`config.mk`:
```
export PLATFORM = sky130hd
export DESIGN_NAME = seq_frame_sync_ctrl
export DESIGN_NICKNAME = d
export VERILOG_FILES = /design/src/rtl/seq_sync_pkg.sv /design/src/rtl/seq_match_shreg.sv /design/src/rtl/seq_frame_sync_ctrl.sv
export SDC_FILE = /design/constraint.sdc
export NUM_CORES = 1
export LEC_CHECK = 0
export ABC_AREA = 1
export BUFFER_PORTS_ARGS = -buffer_cell sky130_fd_sc_hd__buf_4
export CAP_MARGIN = 0
export CORE_MARGIN = 2
export CORE_UTILIZATION = 28
export DETAILED_ROUTE_END_ITERATION = 12
export GPL_ROUTABILITY_DRIVEN = 0
export GPL_TIMING_DRIVEN = 0
export MAX_ROUTING_LAYER = met4
export PLACE_DENSITY = 0.48
export RECOVER_POWER = 100
export SLEW_MARGIN = 15
export SYNTH_ARGS = -nofsm -noshare
export SYNTH_HDL_FRONTEND = slang
export SYNTH_HIERARCHICAL = 1
export SYNTH_SLANG_ARGS = --single-unit
```
`constraint.sdc`:
```
create_clock -name clk -period 4 [get_ports clk]
set_input_delay 0.4 -clock clk [delete_from_list [all_inputs] [get_ports clk]]
set_output_delay 0.4 -clock clk [all_outputs]
set_load 0.01 [all_outputs]
```
`src/rtl/seq_sync_pkg.sv`:
```
// Shared types and helpers for the serial frame-sync controller.
package seq_sync_pkg;

  typedef enum logic [1:0] {
    HUNT   = 2'd0,
    VERIFY = 2'd1,
    LOCK   = 2'd2
  } sync_state_t;

  // Width of a counter that must hold 0..n-1; never narrower than one bit.
  function automatic int pos_width(input int n);
    return (n > 2) ? $clog2(n) : 1;
  endfunction

endpackage

```
`src/rtl/seq_match_shreg.sv`:
```
// Serial pattern matcher: history shift register, fill counter and comparator.
module seq_match_shreg #(
  parameter int               PAT_W   = 4,
  parameter logic [PAT_W-1:0] PATTERN = 4'b0110
) (
  input  logic clk,
  input  logic rst,
  input  logic x,
  input  logic en,
  output logic match
);

  localparam int             FW       = $clog2(PAT_W);
  localparam logic [FW-1:0]  FILL_MAX = FW'(PAT_W - 1);

  logic [PAT_W-2:0] sh;
  logic [FW-1:0]    fill;
  logic [PAT_W-1:0] win;

  assign win = {sh, x};

  // The fill guard keeps the zeroed history from completing a pattern after reset.
  assign match = en && (win == PATTERN) && (fill == FILL_MAX);

  always_ff @(posedge clk or posedge rst) begin
    if (rst) begin
      sh   <= '0;
      fill <= '0;
    end else if (en) begin
      sh <= win[PAT_W-2:0];
      if (fill != FILL_MAX) fill <= fill + 1'b1;
    end
  end

endmodule

```
`src/rtl/seq_frame_sync_ctrl.sv`:
```
// Frame-sync controller: hunts for the sync word, verifies its period,
// holds lock with miss tolerance and strobes out payload bits.
module seq_frame_sync_ctrl
  import seq_sync_pkg::*;
#(
  parameter int               PAT_W     = 4,
  parameter logic [PAT_W-1:0] PATTERN   = 4'b0110,
  parameter int               FRAME_LEN = 16,
  parameter int               LOCK_CNT  = 2,
  parameter int               MISS_CNT  = 2
) (
  input  logic                                  clk,
  input  logic                                  rst,
  input  logic                                  x,
  input  logic                                  en,
  output logic                                  locked,
  output logic                                  sync_pulse,
  output logic                                  data_out,
  output logic                                  data_valid,
  output logic [$clog2(FRAME_LEN-PAT_W)-1:0]    bit_idx
);

  localparam int             PW       = pos_width(FRAME_LEN);
  localparam int             IW       = $clog2(FRAME_LEN - PAT_W);
  localparam int             HW       = $clog2(LOCK_CNT + 1);
  localparam int             MW       = $clog2(MISS_CNT + 1);
  localparam logic [PW-1:0]  POS_LAST = PW'(FRAME_LEN - 1);
  localparam logic [PW-1:0]  PAY_LAST = PW'(FRAME_LEN - PAT_W);
  localparam logic [HW-1:0]  LOCK_N   = HW'(LOCK_CNT);
  localparam logic [MW-1:0]  MISS_N   = MW'(MISS_CNT);

  sync_state_t   state, state_nxt;
  logic [PW-1:0] pos, pos_nxt;
  logic [HW-1:0] hits, hits_nxt, hits_inc;
  logic [MW-1:0] misses, misses_nxt, misses_inc;
  logic          sync_nxt, valid_nxt, at_check, match;

  seq_match_shreg #(
    .PAT_W   (PAT_W),
    .PATTERN (PATTERN)
  ) u_match (
    .clk   (clk),
    .rst   (rst),
    .x     (x),
    .en    (en),
    .match (match)
  );

  assign at_check   = (pos == POS_LAST);
  assign hits_inc   = hits + 1'b1;
  assign misses_inc = misses + 1'b1;

  always_comb begin
    state_nxt  = state;
    pos_nxt    = pos;
    hits_nxt   = hits;
    misses_nxt = misses;
    sync_nxt   = 1'b0;
    valid_nxt  = 1'b0;
    if (en) begin
      pos_nxt = at_check ? '0 : pos + 1'b1;
      case (state)
        HUNT: begin
          if (match) begin
            state_nxt = VERIFY;
            pos_nxt   = '0;
            hits_nxt  = HW'(1);
            sync_nxt  = 1'b1;
          end
        end
        VERIFY: begin
          if (at_check) begin
            if (match) begin
              sync_nxt = 1'b1;
              hits_nxt = hits_inc;
              if (hits_inc == LOCK_N) begin
                state_nxt  = LOCK;
                misses_nxt = '0;
              end
            end else begin
              state_nxt = HUNT;
              hits_nxt  = '0;
            end
          end
        end
        LOCK: begin
          // A check point always lands on pos 0, so it can never qualify as payload.
          valid_nxt = (pos_nxt != '0) && (pos_nxt <= PAY_LAST);
          if (at_check) begin
            if (match) begin
              sync_nxt   = 1'b1;
              misses_nxt = '0;
            end else if (misses_inc == MISS_N) begin
              state_nxt  = HUNT;
              misses_nxt = '0;
              hits_nxt   = '0;
            end else begin
              misses_nxt = misses_inc;
            end
          end
        end
        default: state_nxt = HUNT;
      endcase
    end
  end

  always_ff @(posedge clk or posedge rst) begin
    if (rst) begin
      state      <= HUNT;
      pos        <= '0;
      hits       <= '0;
      misses     <= '0;
      locked     <= 1'b0;
      sync_pulse <= 1'b0;
      data_valid <= 1'b0;
      data_out   <= 1'b0;
      bit_idx    <= '0;
    end else begin
      state      <= state_nxt;
      pos        <= pos_nxt;
      hits       <= hits_nxt;
      misses     <= misses_nxt;
      locked     <= (state_nxt == LOCK);
      sync_pulse <= sync_nxt;
      data_valid <= valid_nxt;
      if (valid_nxt) begin
        data_out <= x;
        bit_idx  <= IW'(pos_nxt - 1'b1);
      end
    end
  end

endmodule

```
* After elaboration in Yosys (flattened, before gate mapping) *
Cells that the tools add are included.

operators by class
  $lt $le $gt $ge = 1
  reductions and logical operators = 11
  add/subtract/negate cells = 5
  muxes and demuxes = 33
  equal/unequal tests = 16

operator list
  kind                   count
  $mux W2                20
  $mux W4                4
  $ne A2 B2 Y1 const B   8
  $pmux W2 S3            2
  $eq A2 B2 Y1 const B   5
  $reduce_and A7 Y1      1
  $add A2 B1 Y2 const B  3
  $reduce_and A6 Y1      1
  $mux W1                5
  $add A4 B1 Y4 const B  1
  $eq A4 B3 Y1 const B   1
  $eq A4 B4 Y1 const B   1
  $le A4 B4 Y1 const B   1
  $pmux W2 S2            1
  $reduce_bool A4 Y1     1
  $sub A4 B1 Y4 const B  1
  $logic_and A1 B1 Y1    3
  $reduce_bool A3 Y1     1
  $eq A2 B1 Y1 const B   1
  $logic_not A2 Y1       1
  $pmux W1 S2            1
  $reduce_and A2 Y1      1
  $reduce_bool A2 Y1     1
  $reduce_or A2 Y1       1

storage, ports and cells
  word-level logic and storage cells = 77
  bits in registers = 23

* Depth between registers and ports, before layout *
Gate-level depths: netlist (run 1).

  depth after elaboration = 8
  gate-level depth with buffers = 16
  mapped depth without buffers = 15

* Hierarchy *
The synthesis (run 1) kept the hierarchy.

by module, submodules not included
  module               sequential area each (um^2)  cells each  area an instance (um^2)  times used
  seq_frame_sync_ctrl  450.4                        136         1091.0                   1
  seq_match_shreg      125.1                        33          244.0                    1

* Least setup slack after synthesis (run 1) *
OpenSTA, ideal clock, no wires.

  path kind = reg-to-reg
  start point = reg u_match.fill[0]
  end point = reg bit_idx[2]
  data required time = 3878 ps
  library setup time = 122 ps
  buffers on the path = 1
  data arrival time = 1768 ps
  stages on the path, launching flop included = 14
  clock period less this slack = 1889 ps
  path slack = 2111 ps
  path through = dfrtp_1 ha_1 nand2_1 inv_1 nand2_1 nor2_1 buf_4 nand2_2 nand2_1 nor2_1 a21oi_4 ha_1 xnor2_1 o21ai_2

between the ends
  word-level cells in the longest chain between the ends = 6

ends and longest elaborated chain
  what                    RTL line                    source
  start, declared         seq_match_shreg.sv:17       logic [FW-1:0] fill;
  start signal, assigned  seq_match_shreg.sv:31       if (fill != FILL_MAX) fill <= fill + 1'b1;
  $eq A2 B2 Y1            seq_match_shreg.sv:23       assign match = en && (win == PATTERN) && (fill == FILL_MAX);
  $logic_and A1 B1 Y1     seq_match_shreg.sv:23
  via match               seq_frame_sync_ctrl.sv:36   logic sync_nxt, valid_nxt, at_check, match;
  $mux W4                 seq_frame_sync_ctrl.sv:64   if (match) begin
  $mux W4                 seq_frame_sync_ctrl.sv:62   case (state)
  $mux W4                 seq_frame_sync_ctrl.sv:60   if (en) begin
  $sub A4 B1 Y4           seq_frame_sync_ctrl.sv:128  bit_idx <= IW'(pos_nxt - 1'b1);
  end signal, assigned    seq_frame_sync_ctrl.sv:128
  end, declared           seq_frame_sync_ctrl.sv:20   output logic [$clog2(FRAME_LEN-PAT_W)-1:0] bit_idx

The timed path passes the listed nets, and every way through them passes these cells.
A chain may end at the register's enable or synchronous reset.

* Final worst setup path (run 1) *
  start point = reg u_match.fill[0]
  end point = reg bit_idx[1]

Same word-level chain as after synthesis.

==> results.py, run 1 <==
metrics = {
    "die": {
        "die_area_um2": 5340,
        "dieWidth_um": 73.1,
        "core_area_um2": 4660,
        "design.portCount": 12,
        "floorplan.die.height_um": 73.1,
        "initial_core_util": 0.286,
        "fp-row-count": 25,
    },
    "run_status": {
        "status": "completed",
    },
    "clock_tree": {
        "cts_setup_buffers": 0,
        "post_cts_hold_buffer_count": 0,
        "cts_buffers": 3,
        "postCtsResizedCells": 0,
        "tritoncts_num_sinks": 23,
        "clock_latency_on_the_worst_skew_pair_ns": 0.27,
        "root_buffer": "clkbuf_8",
        "cts-root-to-sink-buffers": 2,
        "cts.clk_slew.worst_paths_ns": 0.09,
        "clock_tree_from_tritoncts": "yes",
        "ctsHtreeMaxLevel": 1,
    },
    "synth": {
        "yosysUniqueCellTypes": 24,
        "yosys_warnings": 6,
        "yosysSeqAreaShare": 0.431,
        "syn_area_um2": 1340,
        "synth.ff_latch_count": 23,
        "post_synth.cell_area_avg_um2": 7.90,
        "net_count_of_the_mapped_netlist": 182,
        "post_synth_inst_count": 169,
    },
    "layout": {
        "layout-drive-gt1-share": 0.114,
        "n_antenna_cell": 0,
        "design.final.nets": 198,
        "post-route-cell-area_um2": 1470,
        "layout_area_overhead_pct": 9.84,
        "fill_cells": 516,
    },
    "route": {
        "vias": 1050,
        "drc": 0,
        "drt_pass1_iterations": 4,
        "detail_route.vias_per_cell": 4.41,
        "drtIter0Drc": 43,
        "detail-route-antenna-nets": 0,
        "drt-total-wl_um": 2530,
        "routedWlPerCell_um": 10.6,
    },
    "power": {
        "post-layout-total-power_mw": 0.723,
        "internal-power_mw": 0.449,
        "total_switching_power_mw": 0.274,
        "leakagePower_nw": 0.759,
        "sw_frac_of_total": 0.379,
        "power.clock.fraction": 0.210,
        "vdd.ir_drop.worst_v": 0.000225,
        "power.sequential.fraction": 0.453,
        "power_density_nw_per_um2": 493,
        "power_frac_comb": 0.337,
    },
    "worst_setup_path": {
        "timing.setup.critical_path_class": "flip-flop to flip-flop",
        "slowest_delay_ns": 0.38,
        "crit_required_ns": 4.18,
        "critical_path.max_fanout": 8,
        "cp.buffers_inverters": 2,
        "cp_top_family": "simple AND/OR/NAND/NOR gates",
        "cp-start-kind": "flip-flop",
        "cp_cell_sequence": "ha_1 > nand2_1 > inv_1 > nand2_1 > nor2_1 > clkbuf_1 > nand2_1 > nand2_1 > nor2_1 > a21oi_1 > ha_1 > o21ai_0",
        "critical_path.endpoint_type": "flip-flop",
        "timing.critical_path.slowest_stage_cell": "dfrtp_1",
        "cpMostUsedCell": "nand2_1",
        "critical_path_arrival_ns": 2.53,
    },
    "timing": {
        "post-route-period-util": 0.586,
        "grt_setup_unrepaired": "false",
        "setup_viol": 0,
        "fin_tns_setup_ns": 0,
        "final.setup_skew_ns": 0.00365,
        "slew_violations": 0,
        "clock.fmax_mhz": 427,
        "period_minus_slack_ns": 2.34,
        "slew_of_the_pin_with_the_lowest_slew_margin_ns": 0.727,
        "final-hold-violation-count": 0,
        "slew-limit-headroom": 0.515,
    },
    "place": {
        "place.port_buffers": 11,
        "place_area_um2": 1490,
        "post-dp-hpwl_um": 1930,
    },
    "grt": {
        "grt_overflow_total": 0,
        "grt_pass1_vias": 1023,
        "grt_util_all_layers": 0.110,
        "antenna_found_initial": 0,
        "grt_max_degree": 19,
        "grt_first_pass_wirelength_um": 4460,
    },
    "min_path": {
        "hold_path.class": "primary input to async pin",
    },
    "job": {
        "timing.max_cap.violations": 0,
    },
}
## cell families (layout without fill, tap and decap cells)
kind of cell               Yosys count  in the layout  synth area share
AOI/OAI and AO/OA                   22             22             0.116
xor gates and xnor gates             1              1           0.00656
DFF                                 23             23             0.431
buffers and inverters               31             46            0.0918
adders and majority gates            9              9            0.0844
and+or+nand+nor                     83             83             0.270
## cells in the mapped netlist
library cell,n,share of area
o21a_1,1,0.0056
o21ai_1,5,0.019
nor2_4,1,0.0084
nor2_1,12,0.034
buf_4,1,0.0056
inv_4,1,0.0047
clkinv_1,1,0.0028
o211ai_2,1,0.0094
o21ai_0,2,0.0075
nor2_2,3,0.014
xnor2_1,1,0.0066
or2_2,1,0.0047
nand4_1,1,0.0047
dfrtp_1,23,0.43
a21oi_1,7,0.026
nand2_1,47,0.13
inv_1,26,0.073
a31oi_1,1,0.0047
a21oi_4,2,0.024
nand2_2,5,0.023
ha_1,9,0.084
o21ai_2,3,0.020
nand3_1,13,0.049
inv_2,2,0.0056
## layout by cell type, fill, tap and decap left out, drive strengths merged
| cell type | Yosys | final |
|---|---|---|
| a31oi | 1 | 1 |
| clkinv | 1 | 1 |
| xnor2 | 1 | 1 |
| ha | 9 | 9 |
| dfrtp | 23 | 23 |
| nor2 | 16 | 16 |
| nand2 | 52 | 52 |
| nand4 | 1 | 1 |
| buf | 1 | 2 |
| a21oi | 9 | 9 |
| nand3 | 13 | 13 |
| or2 | 1 | 1 |
| o21a | 1 | 1 |
| clkbuf | 0 | 13 |
| o211ai | 1 | 1 |
| clkinvlp | 0 | 2 |
| inv | 29 | 28 |
| o21ai | 10 | 10 |
## state kept, by name, indices dropped and copies added, names as in the netlist, 2 cells and up
register and flops:
bit_idx 4, hits 2, misses 2, pos 4, state 2, u_match/fill 2, u_match/sh 3
## final timing paths
check                                                  from  slack, ns  cells after the start                         to
min in group clk                                          x       0.35                      3       data_out$_DFFE_PP0P_
worst max register to register  u_match/fill[0]$_DFFE_PP0P_       1.66                     12     bit_idx[1]$_DFFE_PP0P_
max in group asynchronous                               rst       3.28                      2        hits[1]$_DFFE_PP0P_
worst min register to register         data_out$_DFFE_PP0P_       0.48                      2       data_out$_DFFE_PP0P_
worst min-delay path                                    rst       0.03                      2  u_match/sh[0]$_DFFE_PP0P_
worst max-delay path            u_match/fill[0]$_DFFE_PP0P_       1.66                     12     bit_idx[1]$_DFFE_PP0P_
## power by group through the flow
stage / Combinational [mW] / Sequential [mW] / Clock (mW)
after floorplan: 0.216 / 0.320 / 0
after global routing: 0.292 / 0.336 / 0.170
after global placement: 0.258 / 0.331 / 0
after CTS: 0.263 / 0.328 / 0.161
final: 0.244 / 0.327 / 0.152
after detailed placement: 0.261 / 0.333 / 0
## per-stage QoR
stage               utilization  hold slack, ns  worst slack (ns)  std cells
detailed placement        0.319           0.327              1.94        234
global placement          0.319           0.328              1.95        234
finish                    0.315          0.0307              1.66        238
CTS                       0.329          0.0241              1.92        238
floorplan                     -           0.179              2.11        169
global route              0.315          0.0411              1.34        238
## metal layers
metal  global-route usage  wire (um)
met4               0.0185         11
met3               0.0290         91
met1                0.142       1270
met5                    -          0
met2                0.174       1160
## cell type report
class	count	area, um2	share of cell area
multi-input combinational	115	604	0.412
sequential	23	576	0.392
inverter	30	114	0.0776
tap	54	67.6	0.0461
timing repair buffer	11	52.6	0.0358
clock buffer	3	41.3	0.0282
clock inverter	1	7.51	0.00512
buffer	1	3.75	0.00256
No activity file was read; power rests on OpenSTA's default activity.
==> run 2, diff against run 1 <==
--- a/config.mk
+++ b/config.mk
@@ -5,7 +5,7 @@
 export SDC_FILE = /design/constraint.sdc
 export NUM_CORES = 1
 export LEC_CHECK = 0
-export ABC_AREA = 1
+export ABC_AREA = 0
 export BUFFER_PORTS_ARGS = -buffer_cell sky130_fd_sc_hd__buf_4
 export CAP_MARGIN = 0
 export CORE_MARGIN = 2
==> constraint.sdc (replaced) <==
create_clock -name clk -period 2.2 [get_ports clk]
set_input_delay 0.22 -clock clk [delete_from_list [all_inputs] [get_ports clk]]
set_output_delay 0.22 -clock clk [all_outputs]
set_load 0.01 [all_outputs]
==> results.py, run 2 <==
metrics = {
    "run_status": {
        "status": "completed",
    },
    "clock_tree": {
        "ctsHtreeMaxLevel": 1,
        "clock_latency_on_the_worst_skew_pair_ns": 0.26,
        "clock_tree_from_tritoncts": "yes",
        "tritoncts_num_sinks": 23,
        "cts-root-to-sink-buffers": 2,
        "root_buffer": "clkbuf_8",
        "cts.clk_slew.worst_paths_ns": 0.08,
        "cts_buffers": 3,
    },
    "place": {
        "place_area_um2": 1500,
        "placedCellCount": 185,
        "place.port_buffers": 11,
        "post-dp-hpwl_um": 1850,
    },
    "synth": {
        "yosysTopAreaCell": "dfrtp_1",
        "yosysSeqAreaShare": 0.427,
        "syn_area_um2": 1350,
        "async_reset_ff_frac": 1.00,
        "yosysUniqueCellTypes": 48,
        "post_synth.cell_area_avg_um2": 11.2,
        "post_synth_inst_count": 120,
        "synth-edff-count": 0,
        "yosys_warnings": 6,
        "synth.ff_latch_count": 23,
        "synth.area.top_cells": "dfrtp_1, ha_1, mux2_2",
        "post_synth_top_cells": "dfrtp_1, inv_1, ha_1, mux2_2, nand2_1",
        "synth_flop_cell": "dfrtp_1",
        "synth_largest_type_area_fraction": 0.427,
        "post-synth-top-count-cell": "dfrtp_1",
        "net_count_of_the_mapped_netlist": 133,
    },
    "timing": {
        "post-route-period-util": 0.969,
        "fin_tns_setup_ns": 0,
        "slew-limit-headroom": 0.531,
        "final.setup_skew_ns": 0.00320,
        "grt_setup_unrepaired": "true",
        "slew_violations": 0,
        "final-hold-violation-count": 0,
        "clock.fmax_mhz": 469,
        "hold_slack_ns": 0.181,
        "period_minus_slack_ns": 2.13,
        "setup_viol": 0,
        "slew_of_the_pin_with_the_lowest_slew_margin_ns": 0.703,
    },
    "route": {
        "drt-total-wl_um": 2550,
        "detail_route.vias_per_cell": 4.90,
        "routedWlPerCell_um": 12.9,
        "drtIter0Drc": 40,
        "detail-route-antenna-nets": 0,
        "vias": 966,
        "drt_pass1_iterations": 4,
        "drc": 0,
    },
    "layout": {
        "layout.cells.most_common_list": "dfrtp_1, inv_1, buf_4",
        "design.final.nets": 157,
        "finish.cell_count_without_fillers": 197,
        "reg.largest.list": "bit_idx: 4 flops, pos: 4 flops, u_match/sh: 3 flops",
        "layout_commonest_cell": "dfrtp_1",
        "final_util": 0.342,
        "layout_area_overhead_pct": 18.8,
        "post-route-cell-area_um2": 1600,
        "layout-drive-gt1-share": 0.287,
        "n_antenna_cell": 0,
    },
    "die": {
        "die_area_um2": 5390,
        "core_area_um2": 4690,
        "floorplan.die.height_um": 73.4,
        "design.portCount": 12,
        "fp-row-count": 25,
        "initial_core_util": 0.287,
        "dieWidth_um": 73.4,
    },
    "power": {
        "power_density_nw_per_um2": 1140,
        "leakagePower_nw": 0.727,
        "vdd.ir_drop.worst_v": 0.000447,
    },
    "grt": {
        "grt_first_pass_wirelength_um": 4260,
        "grt_overflow_total": 0,
        "grt_max_degree": 19,
        "antenna_found_initial": 0,
        "grt_util_all_layers": 0.104,
        "grt_pass1_vias": 949,
    },
    "worst_setup_path": {
        "cp-start-kind": "flip-flop",
        "critical_path.max_fanout": 7,
        "critical_path_arrival_ns": 2.29,
        "crit_required_ns": 2.36,
        "critical_path.endpoint_type": "flip-flop",
        "timing.setup.critical_path_class": "flip-flop to flip-flop",
    },
    "min_path": {
        "hold_path.class": "primary input to flip-flop",
    },
    "job": {
        "timing.max_cap.violations": 0,
    },
}
==> run 2: layer usage <==
layer | up-vias | track usage | wire length, um
li1 | 467 | - | -
met1 | 470 | 0.123 | 1160
met2 | 22 | 0.175 | 1280
met3 | 7 | 0.0165 | 67
met4 | 0 | 0.0444 | 45
met5 | - | - | 0
==> run 2: area by class of cell <==
| type | count | area, um2 |
|---|---|---|
| Buffer | 6 | 63.8 |
| Inverter | 12 | 45.0 |
| Multi-Input combinational cell | 79 | 688 |
| Fill cell | 472 | 3090 |
| Tap cell | 54 | 67.6 |
| Timing Repair Buffer | 19 | 115 |
| Clock inverter | 1 | 5.00 |
| Clock buffer | 3 | 41.3 |
| Sequential cell | 23 | 577 |
==> run 2: path summary, 6_finish.rpt <==
| check | slack (ns) | depth (start not counted) | to | startpoint |
|---|---|---|---|---|
| max in group asynchronous | 1.08 | 3 | state[0]$_DFF_PP0_ | rst |
| max | 0.07 | 9 | bit_idx[2]$_DFFE_PP0P_ | u_match/fill[0]$_DFFE_PP0P_ |
| min reg2reg | 0.50 | 1 | bit_idx[0]$_DFFE_PP0P_ | bit_idx[0]$_DFFE_PP0P_ |
| max reg2reg | 0.07 | 9 | bit_idx[2]$_DFFE_PP0P_ | u_match/fill[0]$_DFFE_PP0P_ |
| min in group asynchronous | 0.41 | 3 | u_match/sh[0]$_DFFE_PP0P_ | rst |
| min | 0.18 | 2 | data_out$_DFFE_PP0P_ | x |
==> run 2: timing repair <==
action,CTS,global route
hold endpoints to repair,5,0
hold buffers,1,0
setup endpoints to repair,5,4
gates resized for setup,3,7
pin swaps,1,3
buffers inserted,2,5
==> run 2: report_power, final <==
part | internal [mW] | total, mW | switching [mW]
Combinational | 0.441 | 0.880 | 0.439
Sequential | 0.577 | 0.690 | 0.113
Clock | 0.126 | 0.264 | 0.137
==> run 2: through the flow <==
stage	setup slack (ns)	total power, mW
2_1_floorplan	0.118	1.31
3_3_place_gp	-0.149	1.52
3_5_place_dp	-0.196	1.55
4_1_cts	0.00388	1.85
5_1_grt	-0.0334	1.97
6_report	0.0684	1.83
==> run 2: kinds of logic after synthesis <==
group	after synthesis	share of synthesized area
adders and majority gates	9	0.0835
buffers and inverters	18	0.0761
and+or+nand+nor	28	0.130
xor gates and xnor gates	5	0.0325
muxes	12	0.101
DFF	23	0.427
AOI/OAI and AO/OA	25	0.150
==> run 2: critical path, stage by stage (launching register included) <==
cell and delay, ns:
dfrtp_1 0.40, ha_2 0.19, nand4b_1 0.10, nor3b_2 0.07, buf_6 0.13, a21bo_1 0.18, o31a_1 0.34, ha_2 0.19
xor2_1 0.15, mux2_4 0.28
